### src/rtl/drop_timer_if.sv
// Bundle for the drop timer: control inputs, time limit input and the timing/verdict outputs.
interface drop_timer_if;
  logic        start;
  logic        abort;
  logic        drop_req;
  logic [15:0] t_lim_in;
  logic [15:0] t_act;
  logic [15:0] t_lim;
  logic        drop_en;
  logic        busy;
  logic        drop_done;

  modport master (
    output start, abort, drop_req, t_lim_in,
    input  t_act, t_lim, drop_en, busy, drop_done
  );

  modport slave (
    input  start, abort, drop_req, t_lim_in,
    output t_act, t_lim, drop_en, busy, drop_done
  );
endinterface

### src/rtl/drop_timer.sv
// Drop timer: times a loaded item in prescaled time units, grants a held drop window
// on operator request or flags expiry once the captured time limit is exceeded.
module drop_timer #(
  parameter int unsigned TICK_DIV   = 100,
  parameter int unsigned HOLD_TICKS = 4
) (
  input  logic         clk,
  input  logic         rst,
  drop_timer_if.slave  bus
);

  localparam int unsigned PW = (TICK_DIV > 1) ? $clog2(TICK_DIV) : 1;
  localparam logic [PW-1:0] PRESC_MAX = PW'(TICK_DIV - 1);
  localparam logic [7:0]    HOLD_MAX  = 8'(HOLD_TICKS - 1);
  localparam logic [15:0]   T_SAT     = 16'hFFFF;

  typedef enum logic [1:0] {
    IDLE    = 2'd0,
    ARMED   = 2'd1,
    DROP    = 2'd2,
    EXPIRED = 2'd3
  } state_t;

  state_t        state_q, state_n;
  logic [PW-1:0] presc_q, presc_n;
  logic [7:0]    hold_q, hold_n;
  logic [15:0]   t_act_q, t_act_n;
  logic [15:0]   t_lim_q, t_lim_n;
  logic          drop_en_q, busy_q, done_q, done_n;
  logic          tick;

  // Prescaler only runs in ARMED/DROP and is zero elsewhere, so this strobe is inert outside them.
  assign tick = (presc_q == PRESC_MAX);

  // Next-state and datapath update; abort overrides everything, then start, then drop_req.
  always_comb begin
    state_n = state_q;
    presc_n = '0;
    hold_n  = hold_q;
    t_act_n = t_act_q;
    t_lim_n = t_lim_q;
    done_n  = 1'b0;

    if (bus.abort) begin
      state_n = IDLE;
      t_act_n = '0;
      hold_n  = '0;
    end else begin
      unique case (state_q)
        IDLE: begin
          t_act_n = '0;
          if (bus.start) begin
            state_n = ARMED;
            t_lim_n = bus.t_lim_in;
          end
        end
        ARMED: begin
          presc_n = tick ? '0 : presc_q + 1'b1;
          if (bus.start) begin
            t_lim_n = bus.t_lim_in;
            t_act_n = '0;
            presc_n = '0;
          end else if (bus.drop_req) begin
            state_n = DROP;
            presc_n = '0;
            hold_n  = '0;
          end else if (tick) begin
            // A limit of all-ones can never be exceeded: keep counting into saturation instead.
            if ((t_act_q == t_lim_q) && (t_lim_q != T_SAT)) begin
              state_n = EXPIRED;
              t_act_n = t_lim_q + 16'd1;
              presc_n = '0;
            end else if (t_act_q != T_SAT) begin
              t_act_n = t_act_q + 16'd1;
            end
          end
        end
        DROP: begin
          presc_n = tick ? '0 : presc_q + 1'b1;
          if (tick) begin
            if (hold_q == HOLD_MAX) begin
              state_n = IDLE;
              done_n  = 1'b1;
              t_act_n = '0;
              hold_n  = '0;
              presc_n = '0;
            end else begin
              hold_n = hold_q + 8'd1;
            end
          end
        end
        EXPIRED: begin
          if (bus.start) begin
            state_n = ARMED;
            t_lim_n = bus.t_lim_in;
            t_act_n = '0;
          end
        end
        default: begin
          state_n = IDLE;
          t_act_n = '0;
        end
      endcase
    end
  end

  // State and output registers; flag outputs are decoded from the next state so they stay registered.
  always_ff @(posedge clk or posedge rst) begin
    if (rst) begin
      state_q   <= IDLE;
      presc_q   <= '0;
      hold_q    <= '0;
      t_act_q   <= '0;
      t_lim_q   <= '0;
      drop_en_q <= 1'b0;
      busy_q    <= 1'b0;
      done_q    <= 1'b0;
    end else begin
      state_q   <= state_n;
      presc_q   <= presc_n;
      hold_q    <= hold_n;
      t_act_q   <= t_act_n;
      t_lim_q   <= t_lim_n;
      drop_en_q <= (state_n == DROP) || (state_n == EXPIRED);
      busy_q    <= (state_n == ARMED) || (state_n == DROP);
      done_q    <= done_n;
    end
  end

  assign bus.t_act     = t_act_q;
  assign bus.t_lim     = t_lim_q;
  assign bus.drop_en   = drop_en_q;
  assign bus.busy      = busy_q;
  assign bus.drop_done = done_q;

endmodule

### src/flat_wrapper.sv
// flat-port wrapper written by rule: the top's interface ports become plain ports
module drop_timer_flat 
#(
  parameter int unsigned TICK_DIV   = 100,
  parameter int unsigned HOLD_TICKS = 4
)
  (clk, rst, bus_start, bus_abort, bus_drop_req, bus_t_lim_in, bus_t_act, bus_t_lim, bus_drop_en, bus_busy, bus_drop_done);
  drop_timer_if bus_i ();
  input  logic clk;
  input  logic rst;
  input wire logic [$bits(bus_i.start)-1:0] bus_start;
  input wire logic [$bits(bus_i.abort)-1:0] bus_abort;
  input wire logic [$bits(bus_i.drop_req)-1:0] bus_drop_req;
  input wire logic [$bits(bus_i.t_lim_in)-1:0] bus_t_lim_in;
  output wire logic [$bits(bus_i.t_act)-1:0] bus_t_act;
  output wire logic [$bits(bus_i.t_lim)-1:0] bus_t_lim;
  output wire logic [$bits(bus_i.drop_en)-1:0] bus_drop_en;
  output wire logic [$bits(bus_i.busy)-1:0] bus_busy;
  output wire logic [$bits(bus_i.drop_done)-1:0] bus_drop_done;
  assign bus_i.start = bus_start;
  assign bus_i.abort = bus_abort;
  assign bus_i.drop_req = bus_drop_req;
  assign bus_i.t_lim_in = bus_t_lim_in;
  assign bus_t_act = bus_i.t_act;
  assign bus_t_lim = bus_i.t_lim;
  assign bus_drop_en = bus_i.drop_en;
  assign bus_busy = bus_i.busy;
  assign bus_drop_done = bus_i.drop_done;
  drop_timer #(.TICK_DIV(TICK_DIV), .HOLD_TICKS(HOLD_TICKS)) u_core (.clk(clk), .rst(rst), .bus(bus_i));
endmodule
### config.mk
export PLATFORM = sky130hd
export DESIGN_NAME = drop_timer_flat
export DESIGN_NICKNAME = d
export VERILOG_FILES = /design/src/rtl/drop_timer_if.sv /design/src/rtl/drop_timer.sv /design/src/flat_wrapper.sv
export SDC_FILE = /design/constraint.sdc
export NUM_CORES = 1
export LEC_CHECK = 0
export CELL_PAD_IN_SITES_DETAIL_PLACEMENT = 2
export CELL_PAD_IN_SITES_GLOBAL_PLACEMENT = 2
export CORE_UTILIZATION = 33
export CTS_BUF_LIST = sky130_fd_sc_hd__clkbuf_4 sky130_fd_sc_hd__clkbuf_8
export CTS_CLUSTER_DIAMETER = 30
export DETAILED_ROUTE_END_ITERATION = 10
export PLACE_DENSITY_LB_ADDON = 0.1
export SLEW_MARGIN = 20
export SYNTH_ARGS = -nofsm -noshare
export SYNTH_HDL_FRONTEND = slang
export SYNTH_SLANG_ARGS = --single-unit
### constraint.sdc
create_clock -name clk -period 3.3 [get_ports clk]
set_clock_uncertainty 0.15 [all_clocks]
set_input_delay 0.66 -clock clk [delete_from_list [all_inputs] [get_ports clk]]
set_output_delay 0.66 -clock clk [all_outputs]
set_load 0.02 [all_outputs]
---- Word-level counts from Yosys, hierarchy flattened ----
Cells that the tools add are included.
word-level totals
  register bits after elaboration ......... 52
  bits of input ports ..................... 21
  word-level logic and storage cells ...... 80
operators by class
  $add $sub $neg .......................... 4
  eq/ne operators ......................... 19
  mux-type cells .......................... 38
  bitwise gates (word level) .............. 1
  reduce and logical (&&, ||, !) cells .... 10
operator list
  operator               number
  $mux 16                9
  $pmux 16 s4            1
  $mux 7                 8
  $mux 8                 5
  $add 16x1->16 const B  2
  $ne 16x16->1 const B   2
  $eq 16x16->1           1
  $mux 2                 8
  $pmux 8 s2             1
  $pmux 7 s2             1
  $ne 3x3->1 const B     3
  $add 8x1->8 const B    1
  $eq 2x2->1 const B     4
  $eq 8x2->1 const B     1
  $add 7x1->7 const B    1
  $eq 7x7->1 const B     1
  $ne 3x2->1 const B     2
  $pmux 2 s3             1
  $reduce_and 6->1       1
  $ne 5x3->1 const B     1
  $eq 2x1->1 const B     2
  $mux 1                 4
  $ne 4x3->1 const B     1
  $ne 4x4->1 const B     1
  9 further kinds        10

---- Depth between registers and ports, before layout ----
Gate-level depths: netlist of the first run.
  depth in word-level cells ............... 10
  mapped depth ............................ 9
  depth with buffers taken out ............ 8

---- Worst setup path after synthesis of the first run ----
Ideal clock, no wire load.
  path kind ............................... register -> register
  start point ............................. reg u_core.presc_q[4]
  end point ............................... reg u_core.drop_en_q (netlist: u_core.bus.drop_en)
  arrival ................................. 2303 ps
  data required time ...................... 3023 ps
  slack ................................... 719 ps
  stages on the path, launching flop included .. 8
  period minus slack after synthesis ...... 2581 ps
  cell sequence ........................... dfrtp_1 > or4b_4 > o41a_1 > o21ai_0 > a31o_2 > o31ai_1 > ha_1 > or2_2
between the ends
  longest elaborated chain between the ends .. 8
RTL lines
  item                      line               text
  start: declaration        drop_timer.sv:25   logic [PW-1:0] presc_q, presc_n;
  start signal: assignment  drop_timer.sv:120  presc_q <= presc_n;
  $eq 7x7->1 (*)            drop_timer.sv:33   assign tick = (presc_q == PRESC_MAX);
  $mux 2                    drop_timer.sv:67   end else if (tick) begin
  $mux 2                    drop_timer.sv:63   end else if (bus.drop_req) begin
  $mux 2                    drop_timer.sv:59   if (bus.start) begin
  $pmux 2 s3 (*)            drop_timer.sv:49   unique case (state_q)
  $mux 2 (*)                drop_timer.sv:44   if (bus.abort) begin
  net u_core.state_n[0]     drop_timer.sv:24   state_t state_q, state_n;
  $eq 2x2->1                drop_timer.sv:124  drop_en_q <= (state_n == DROP) || (state_n == EXPIRED);
  $logic_or 1x1->1 (*)      drop_timer.sv:124
  end signal: assignment    drop_timer.sv:124
  end: declaration          drop_timer.sv:29   logic drop_en_q, busy_q, done_q, done_n;
Mark *: on every way through the listed nets, which the timed path passes. The rest lies on a longest branch.
A chain may end at the register's enable or synchronous reset.

---- Worst setup path in the final report of the first run ----
Same ends and word-level chain as after synthesis.

==> metrics.txt, run 1 <==
CTS Hold Bufs 0; H-tree depth 2; area share of the largest cell type after synthesis 44.9%; Vias per Instance between 5 and 6; status finished, final reports clean; Layout Cells excl Fill ~460; xor and xnor fraction of the mapped netlist area between 6 and 7%; CTS tree yes; crit start category register; RSZ-0062 raised after global routing no; Post-Synth Adder-Cell Area 3.45%; Longest Clk Path Bufs 2; ANT nets after route 0; GPL Wtd Cong 0.799; Mapped Cells 292; first-pass GRT wire length roughly 15 mm; GRT overflow 0; Seq cells post-synth 52; ys flop type dfrtp_1; Setup WS pre-CTS 338 ps; Hold Fails Final Rpt 0; crit path kind reg2reg; initial antenna violation count 0; # nets final 380; worst slew pin tran 647 ps; IO Pins between 50 and 60; CTS root buffer clkbuf_8; Slew HR between 50% and 60%; die area just over 9000 um2; Finish-stage setup viols 0; fin crit share a little under nine tenths; number of flops mapped to enable cells by yosys 0; wire per inst between 15 and 20 um; CTS Buf Count 5; Horiz. Die Dim 95.7 um; average size of a mapped cell 9.92 um2; Power Total around 1300 uW; cell area after synthesis about 2900 um2; DRT Pass-1 Iters 4; Synth area leaders dfrtp_1 45%, mux2_2 6.6%, xnor2_1 4.5%; critical-path maximum fanout 6; Seq/Total Area, Yosys ~45%; Initial DRC Count 73; via count ~2.6k; mux contribution to synthesized area between 6 and 7%; layout cell share with drive strength beyond 1 approximately 15%; die height roughly 96 um; GRT Util Overall 21.7%; number of global-route vias before repair 2,882; post-detail-place hpwl about 6.5 mm; post-CTS setup buffer count 0; simple-gate share of the synthesized area 19.1%; f_max 354 MHz; Residual DRC 0; Max Cap Viol 0; row count 33; WL final between 8 and 9 mm; Max Slew Vio Count 0; clk_lat worst skew ~310 ps; FFs w/ async S/R, synth 100%; Clock Sinks 52; hold crit path type reg2reg; minimum clock period between 2000 and 3000 ps; Worst-path clk slew roughly 100 ps; setup slack after layout 475 ps; Req. time, crit path 3350 ps; compound-cell area share of the yosys netlist roughly 16%; area leader, netlist dfrtp_1; largest family of logic cells by synthesized area simple AND/OR/NAND/NOR gates; Netlist cell types 45; P&R area growth vs syn 27.8%; final non-filler cell area approximately 3700 um2; cell leakage power 0.00151 uW; nature of the critical path endpoint register; synth warn 0; Port Buffers 55; power per cell area around 360 nW/um2; area of placed instances about 3600 um2; antenna cells 0; syn_nets roughly 320; setup TNS 0 ps; Peak VDD IR 195 uV; largest net degree at the start of global routing between 50 and 60; post_cts resized 0; Placed Cells 449; Starting Density between 30% and 40%; CP arrival about 2900 ps; CORE AREA around 8300 um2
final timing paths:
check,from,end,slack (ps),depth (start not counted)
min in group asynchronous,rst,u_core.bus.t_act[12],560,3
worst min-delay path,u_core.presc_q[0],u_core.presc_q[0],320,1
worst max register to register,u_core.presc_q[4],u_core.bus.drop_en,470,7
worst max-delay path,u_core.presc_q[4],u_core.bus.drop_en,470,7
max in group asynchronous,rst,u_core.bus.t_lim[6],2190,3
worst min register to register,u_core.presc_q[0],u_core.presc_q[0],320,1
stage by stage:
step | utilization (%) | hold WS (ps)
after CTS | 44.4 | 320
after global routing | 44.4 | 351
after global placement | 43.4 | 290
after detailed placement | 43.4 | 306
final | 44.4 | 319
after floorplan | - | 274
sequential cells by signal (all words and copies together) (netlist names):
| name | count |
|---|---|
| u_core.bus.drop_en | 1 |
| u_core.bus.busy | 1 |
| u_core.state_q | 2 |
| u_core.bus.t_act | 16 |
| u_core.presc_q | 7 |
| u_core.bus.t_lim | 16 |
| u_core.hold_q | 8 |
| u_core.bus.drop_done | 1 |
cell type report:
type,instances,area [um2]
inverters,9,33.8
clock buffers,6,76.3
well taps,105,131
clock inverters,1,5.00
repair buffers,65,638
flip-flops and latches,52,1300
fillers,901,4640
multi-input cells,218,1520
cells by family after synthesis:
kind of cell / Yosys count
AO/OA/AOI/OAI: 72
XOR/XNOR: 21
adder cells (fa/ha/maj): 8
buffers and inverters: 22
flip-flops: 52
multiplexers: 18
AND/OR/NAND/NOR: 99
routing by layer:
metal	share of wire [%]	wire, um	track usage [%]
met4	0.91	81	4.60
met3	2.8	246	3.87
met2	48	4270	36.5
met1	48	4280	29.1
met5	0	0	0
worst max-delay path, cell delays in order, from the launching register on:
cell	delay (ps)
dfrtp_1	430
or4b_4	600
o41a_1	550
o21ai_0	210
a31o_2	190
o31ai_1	90
ha_1	200
or2_2	290
cells in the final DEF, fill, tap and decap left out, drive strengths merged, types with 8 or more instances in the layout:
cell type	Yosys	routed
clkdlybuf4s50	0	55
dfrtp	52	52
o21ai	22	22
nor2	17	17
mux2	17	17
a31oi	15	15
xnor2	15	15
nand2	14	14
and3	10	10
nand4	10	10
buf	2	10
nand3	9	9
inv	9	9
a21oi	8	8
ha	8	8
synth_stat cells, types with 2 or more instances:
master and n:
nor2b_1 5, o211ai_1 2, a41oi_1 3, inv_1 9, and2_1 5, nand4_1 10
nand2b_1 4, or4_1 2, o31ai_1 7, a31oi_1 15, and3_1 10, a21oi_1 8
buf_2 2, clkbuf_1 11, dfrtp_1 52, nor2_1 17, a31o_2 4, xnor2_1 15
nor4_1 4, mux2_2 17, and4_1 2, a21o_1 3, xor2_1 6, ha_1 8
o21ai_0 20, nor3_1 3, nand3_1 9, or2_2 7, o21ai_1 2, nand3b_1 2
nand2_1 14
power by group:
| group | total, uW | switching [uW] | leakage, uW | internal [uW] |
|---|---|---|---|---|
| Combinational | 267 | 126 | 0.000777 | 141 |
| Clock | 363 | 210 | 0.0000445 | 153 |
| Sequential | 715 | 44.8 | 0.000689 | 670 |
Power figures use the tool's default switching activity.
==> inputs of run 2 (changes only) <==
--- a/config.mk
+++ b/config.mk
@@ -7,7 +7,7 @@
 export LEC_CHECK = 0
 export CELL_PAD_IN_SITES_DETAIL_PLACEMENT = 2
 export CELL_PAD_IN_SITES_GLOBAL_PLACEMENT = 2
-export CORE_UTILIZATION = 33
+export CORE_UTILIZATION = 36
 export CTS_BUF_LIST = sky130_fd_sc_hd__clkbuf_4 sky130_fd_sc_hd__clkbuf_8
 export CTS_CLUSTER_DIAMETER = 30
 export DETAILED_ROUTE_END_ITERATION = 10
==> constraint.sdc (replaced) <==
create_clock -name clk -period 3.35 [get_ports clk]
set_clock_uncertainty 0.15 [all_clocks]
set_input_delay 0.67 -clock clk [delete_from_list [all_inputs] [get_ports clk]]
set_output_delay 0.67 -clock clk [all_outputs]
set_load 0.02 [all_outputs]
==> metrics.txt, run 2 (synthesis gave the netlist of run 1 again) <==
first-pass GRT wire length 14.9 mm (-1.3%); cell leakage power 0.00151 uW (-0.22%); initial antenna violation count 0 (unchanged); Peak VDD IR 214 uV (+9.5%); GRT Util Overall 22.7% (+1.0 points); via count 2,525 (-1.4%); post-CTS setup buffer count 0 (unchanged); Reg power frac 51.8% (-1.3 points); post_cts resized 0 (unchanged); Max Cap Viol 0 (unchanged); wire per inst 19.4 um (-0.20%); fin crit share 84.9% (-0.72 points); DRT Pass-1 Iters 4 (unchanged); commonest non-fill, non-tap cell in the layout clkdlybuf4s50_1; status finished, final reports clean; Slew HR 57.9% (+1.3 points); crit start category register; crit path kind reg2reg; Port Buffers 55 (unchanged); GRT overflow 0 (unchanged); number of global-route vias before repair 2,841 (-1.4%); post-detail-place hpwl 6.66 mm (+2.9%); critical-path maximum fanout 6 (unchanged); P&R area growth vs syn 27.6%; # nets final 380 (unchanged); Horiz. Die Dim 91.7 um (-4.2%); clk_lat worst skew 320 ps (about the same); worst slew pin tran 627 ps (-19.7 ps); Max Slew Vio Count 0 (unchanged); CTS Hold Bufs 0 (unchanged); Clock power frac 28.7% (+1.7 points); P_sw 407 uW (+6.7%); Req. time, crit path 3410 ps (+60 ps); most frequent cells in the layout 55 x clkdlybuf4s50_1, 52 x dfrtp_1, 20 x o21ai_0; H-tree depth 2 (unchanged); GPL Wtd Cong 0.818 (+2.4%); Hold Fails Final Rpt 0 (unchanged); Clock Sinks 52 (unchanged); f_max 352 MHz (-0.66%); hold crit path type reg2reg; power per cell area 367 nW/um2 (+1.0%); Starting Density 37.3% (+2.6 points); CTS tree yes; IO Pins 56 (unchanged); Residual DRC 0 (unchanged); die height 91.7 um (-4.2%); CP arrival 2910 ps (+40 ps); antenna cells 0 (unchanged); Vias per Instance 5.56 (-1.0%); WL final 8.82 mm (-0.64%); CORE AREA 7770 um2 (-6.9%); Finish-stage setup viols 0 (unchanged); combinational share of power 19.5% (-0.4 points); CTS Buf Count 5 (unchanged); Worst-path clk slew 110 ps (about the same); CTS root buffer clkbuf_8; largest net degree at the start of global routing 27 (-49%); layout cell share with drive strength beyond 1 14.8% (+0.24 points); die area 8410 um2 (-8.2%); ANT nets after route 0 (unchanged); row count 32 (-3.0%); switch share 30.0% (+1.6 points); minimum clock period 2840 ps (+18.7 ps); Int Pwr 951 uW (-1.4%); RSZ-0062 raised after global routing no; nature of the critical path endpoint register; Initial DRC Count 56 (-23%); Core Util, Final 47.6% (+3.2 points); Longest Clk Path Bufs 2 (unchanged); setup TNS 0 ps (unchanged); fillcell total 818 (-9.2%)
-- run 2: cell types whose count changed in the layout (fill, tap and decap cells not counted) --
cell        previous run  this run
buf_4                  9        10
inv_6                  0         2
buf_12                 1         0
clkbuf_4               1         0
clkinv_2               1         0
clkinvlp_4             0         1
-- run 2: layout make-up --
cell class / instances / area (um2) / share of cell area, %
Sequential cell: 52 / 1300 / 35.2
Tap cell: 102 / 128 / 3.45
Multi-Input combinational cell: 218 / 1520 / 41.0
Inverter: 9 / 33.8 / 0.913
Timing Repair Buffer: 65 / 626 / 16.9
Clock inverter: 3 / 25.0 / 0.677
Clock buffer: 5 / 68.8 / 1.86
-- run 2: worst max-delay path: stages, from the launching register on --
cell,delay (ps)
dfrtp_1,400
ha_1,260
or3b_2,500
o41a_1,430
o21ai_0,200
a31o_2,200
o31ai_1,100
ha_1,210
or2_2,290
-- run 2: worst paths after layout --
path / start / to / slack [ps] / cells past startpoint
max: u_core.hold_q[0] / u_core.bus.drop_en / 510 / 8
min: u_core.presc_q[0] / u_core.presc_q[0] / 320 / 1
max reg2reg: u_core.hold_q[0] / u_core.bus.drop_en / 510 / 8
min reg2reg: u_core.presc_q[0] / u_core.presc_q[0] / 320 / 1
max in group asynchronous: rst / u_core.bus.t_lim[6] / 2040 / 3
min in group asynchronous: rst / u_core.presc_q[6] / 420 / 2
-- run 2: power groups by stage --
stage | clock network, uW | registers, uW | logic (uW)
global placement | 0 | 714 | 259
floorplan | 0 | 743 | 105
global route | 429 | 709 | 284
detailed placement | 0 | 717 | 267
CTS | 407 | 704 | 269
finish | 390 | 703 | 265
-- run 2: stage by stage --
stage	std cells	area [um2]	worst slack (ps)	hold slack, ps	total power (uW)
2_1_floorplan	292	2900	769	274	847
3_3_place_gp	446	3600	488	304	973
3_5_place_dp	446	3600	404	310	984
4_1_cts	454	3700	510	323	1380
5_1_grt	454	3700	390	345	1420
6_report	454	3700	506	318	1360
-- run 2: metal layers --
| metal | track usage [%] | share of wire [%] | vias up |
|---|---|---|---|
| met4 | 5.47 | 1.0 | 0 |
| met5 | 0 | 0 | - |
| met3 | 3.48 | 2.9 | 7 |
| li1 | - | - | 1188 |
| met2 | 41.7 | 52 | 44 |
| met1 | 27.7 | 44 | 1286 |
==> inputs of run 3 (changes only) <==
--- a/config.mk
+++ b/config.mk
@@ -7,7 +7,7 @@
 export LEC_CHECK = 0
 export CELL_PAD_IN_SITES_DETAIL_PLACEMENT = 2
 export CELL_PAD_IN_SITES_GLOBAL_PLACEMENT = 2
-export CORE_UTILIZATION = 36
+export CORE_UTILIZATION = 30
 export CTS_BUF_LIST = sky130_fd_sc_hd__clkbuf_4 sky130_fd_sc_hd__clkbuf_8
 export CTS_CLUSTER_DIAMETER = 30
 export DETAILED_ROUTE_END_ITERATION = 10
==> constraint.sdc (replaced) <==
create_clock -name clk -period 2.5 [get_ports clk]
set_clock_uncertainty 0.15 [all_clocks]
set_input_delay 0.5 -clock clk [delete_from_list [all_inputs] [get_ports clk]]
set_output_delay 0.5 -clock clk [all_outputs]
set_load 0.02 [all_outputs]
==> metrics.txt, run 3 (synthesis gave the netlist of run 1 again) <==
Clock power frac 28.5% (-0.2 points); via count 2,678 (+6.1%); first-pass GRT wire length 16.0 mm (+7.3%); area of placed instances 3910 um2 (+8.5%); Port Buffers 55 (unchanged); GRT Util Overall 20.9% (-1.8 points); Placed Cells 504 (+13%); CORE AREA 9280 um2 (+20%); post-detail-place hpwl 7.22 mm (+8.3%); layout cell share with drive strength beyond 1 24.6% (+9.8 points); CP arrival 2640 ps (-270 ps); setup slack after layout -70.8 ps (-577 ps); Slew HR 74.1% (+16 points); WL final 9.77 mm (+11%); commonest non-fill, non-tap cell in the layout clkdlybuf4s50_1; Reg area 1300 um2 (unchanged); DRT Pass-1 Iters 4 (unchanged); Peak VDD IR 229 uV (+7.1%); Max Slew Vio Count 0 (unchanged); Vias per Instance 5.20 (-6.5%); Hold Path Stages 1 (unchanged); H-tree depth 2 (unchanged); Finish-stage setup viols 2 (+2); final non-filler cell area 4070 um2 (+10%); hold crit path type reg2reg; CP bufs+invs 0 (unchanged); wire per inst 19.0 um (-2.3%); RSZ-0062 raised after global routing yes; failing checks negative setup slack; Req. time, crit path 2570 ps (-840 ps); status finished, violations left; register-to-register setup slack -70 ps (-580 ps); fillcell total 1,005 (+23%); combinational share of power 20.6% (+1.1 points); P_sw 543 uW (+33%); nature of the critical path endpoint register; critical-path maximum fanout 6 (unchanged); crit path kind reg2reg; # nets final 414 (+8.9%); most frequent cells in the layout 55 x clkdlybuf4s50_1, 52 x dfrtp_1, 42 x buf_4; worst r2r src u_core.presc_q[2]; largest net degree at the start of global routing 53 (+96%); Residual DRC 0 (unchanged); Hold Fails Final Rpt 0 (unchanged); multi-input logic area 1580 um2 (+4.0%); die area 10,100 um2 (+20%); Max Cap Viol 0 (unchanged); IO Pins 56 (unchanged); initial antenna violation count 0 (unchanged); fin crit share 103% (+18 points); Layout Cells excl Fill 515 (+13%); Clock Sinks 52 (unchanged); switch share 29.3% (-0.67 points); worst slew pin tran 385 ps (-242 ps); CP max-delay cell or4b_4; antenna cells 0 (unchanged); f_max 389 MHz (+11%); crit start category register; CTS root buffer clkbuf_8; Initial DRC Count 94 (+68%); minimum clock period 2570 ps (-273 ps); Int Pwr 1310 uW (+38%); Worst setup startpoint u_core.presc_q[2]; worst r2r path cells 7 (-1); GPL Wtd Cong 0.758 (-7.4%); worst hold start u_core.presc_q[0]; CP max stage delay 560 ps (+60 ps); Horiz. Die Dim 100 um (+9.3%); Reg power frac 50.9% (-0.9 points); Longest Clk Path Bufs 2 (unchanged); ANT nets after route 0 (unchanged); number of global-route vias before repair 2,995 (+5.4%); Starting Density 31.2% (-6.1 points); GRT overflow 0 (unchanged); cell leakage power 0.00169 uW (+12%); Crit path depth 7 (-1); critical path, cell by cell or4b_4 > o41a_1 > o21ai_2 > a31o_2 > o31ai_4 > ha_2 > or2_4; power per cell area 455 nW/um2 (+24%); CTS Buf Count 5 (unchanged); Worst-path clk slew 100 ps (about the same); P&R area growth vs syn 40.5%; clk_lat worst skew 320 ps (about the same); die height 100 um (+9.3%); CTS tree yes; cell family with the largest share of critical-path delay compound AO/OA/AOI/OAI gates; row count 35 (+9.4%)
## run 3: cell types whose count changed in the layout (fill, tap and decap cells not counted), sizes merged
cell / delta
buf: +34
clkbuf: +1
clkinv: +2
clkinvlp: -1
inv: -2
## run 3: through the flow
step / total power, uW / hold slack [ps] / setup slack (ps) / setup TNS (ps) / util (%)
5_1_grt: 1940 / 337 / -129 / -832 / 43.9
3_5_place_dp: 1340 / 302 / -48.2 / -211 / 42.1
4_1_cts: 1890 / 317 / -55.9 / -77.2 / 43.4
2_1_floorplan: 1140 / 274 / 40.0 / 0 / -
6_report: 1850 / 314 / -70.8 / -77.1 / 43.9
3_3_place_gp: 1330 / 295 / -18.8 / -18.8 / 42.1
## run 3: worst reg2reg max path: stages (launching register included)
cell	delay, ps
dfrtp_1	390
or4b_4	560
o41a_1	550
o21ai_2	160
a31o_2	210
o31ai_4	80
ha_2	170
or2_4	210
## run 3: worst paths after layout
kind	to
min	u_core.presc_q[0]
max in group asynchronous	u_core.bus.t_lim[6]
max reg2reg	u_core.bus.drop_en
min reg2reg	u_core.presc_q[0]
max	u_core.bus.drop_en
min in group asynchronous	u_core.presc_q[3]
## run 3: power groups by stage
stage	combinational [uW]	clock, uW	sequential (uW)
CTS	380	564	946
floorplan	142	0	995
detailed placement	377	0	962
finish	382	528	944
global route	411	573	952
global placement	368	0	960
## run 3: repair_timing
item	in CTS	in global routing
setup buffers	3	0
gates resized for setup	1	11
setup endpoints to repair	8	19
pin swaps	3	7
hold buffers	0	0
## run 3: area by class of cell
cell class / count / area share [%]
multi-input cells: 218 / 38.7
inverters: 9 / 0.830
well taps: 129 / 3.96
repair buffers: 99 / 22.2
clock inverters: 2 / 0.246
clock buffers: 6 / 2.03
flip-flops and latches: 52 / 32.0
## run 3: per-layer routing
layer	vias up	global-route usage [%]	wire [um]	part of all wire, %
met1	1370	25.3	4280	44
met2	40	37.5	5050	52
met4	0	7.13	178	1.8
met3	12	3.41	257	2.6
met5	-	0	0	0
li1	1256	-	-	-
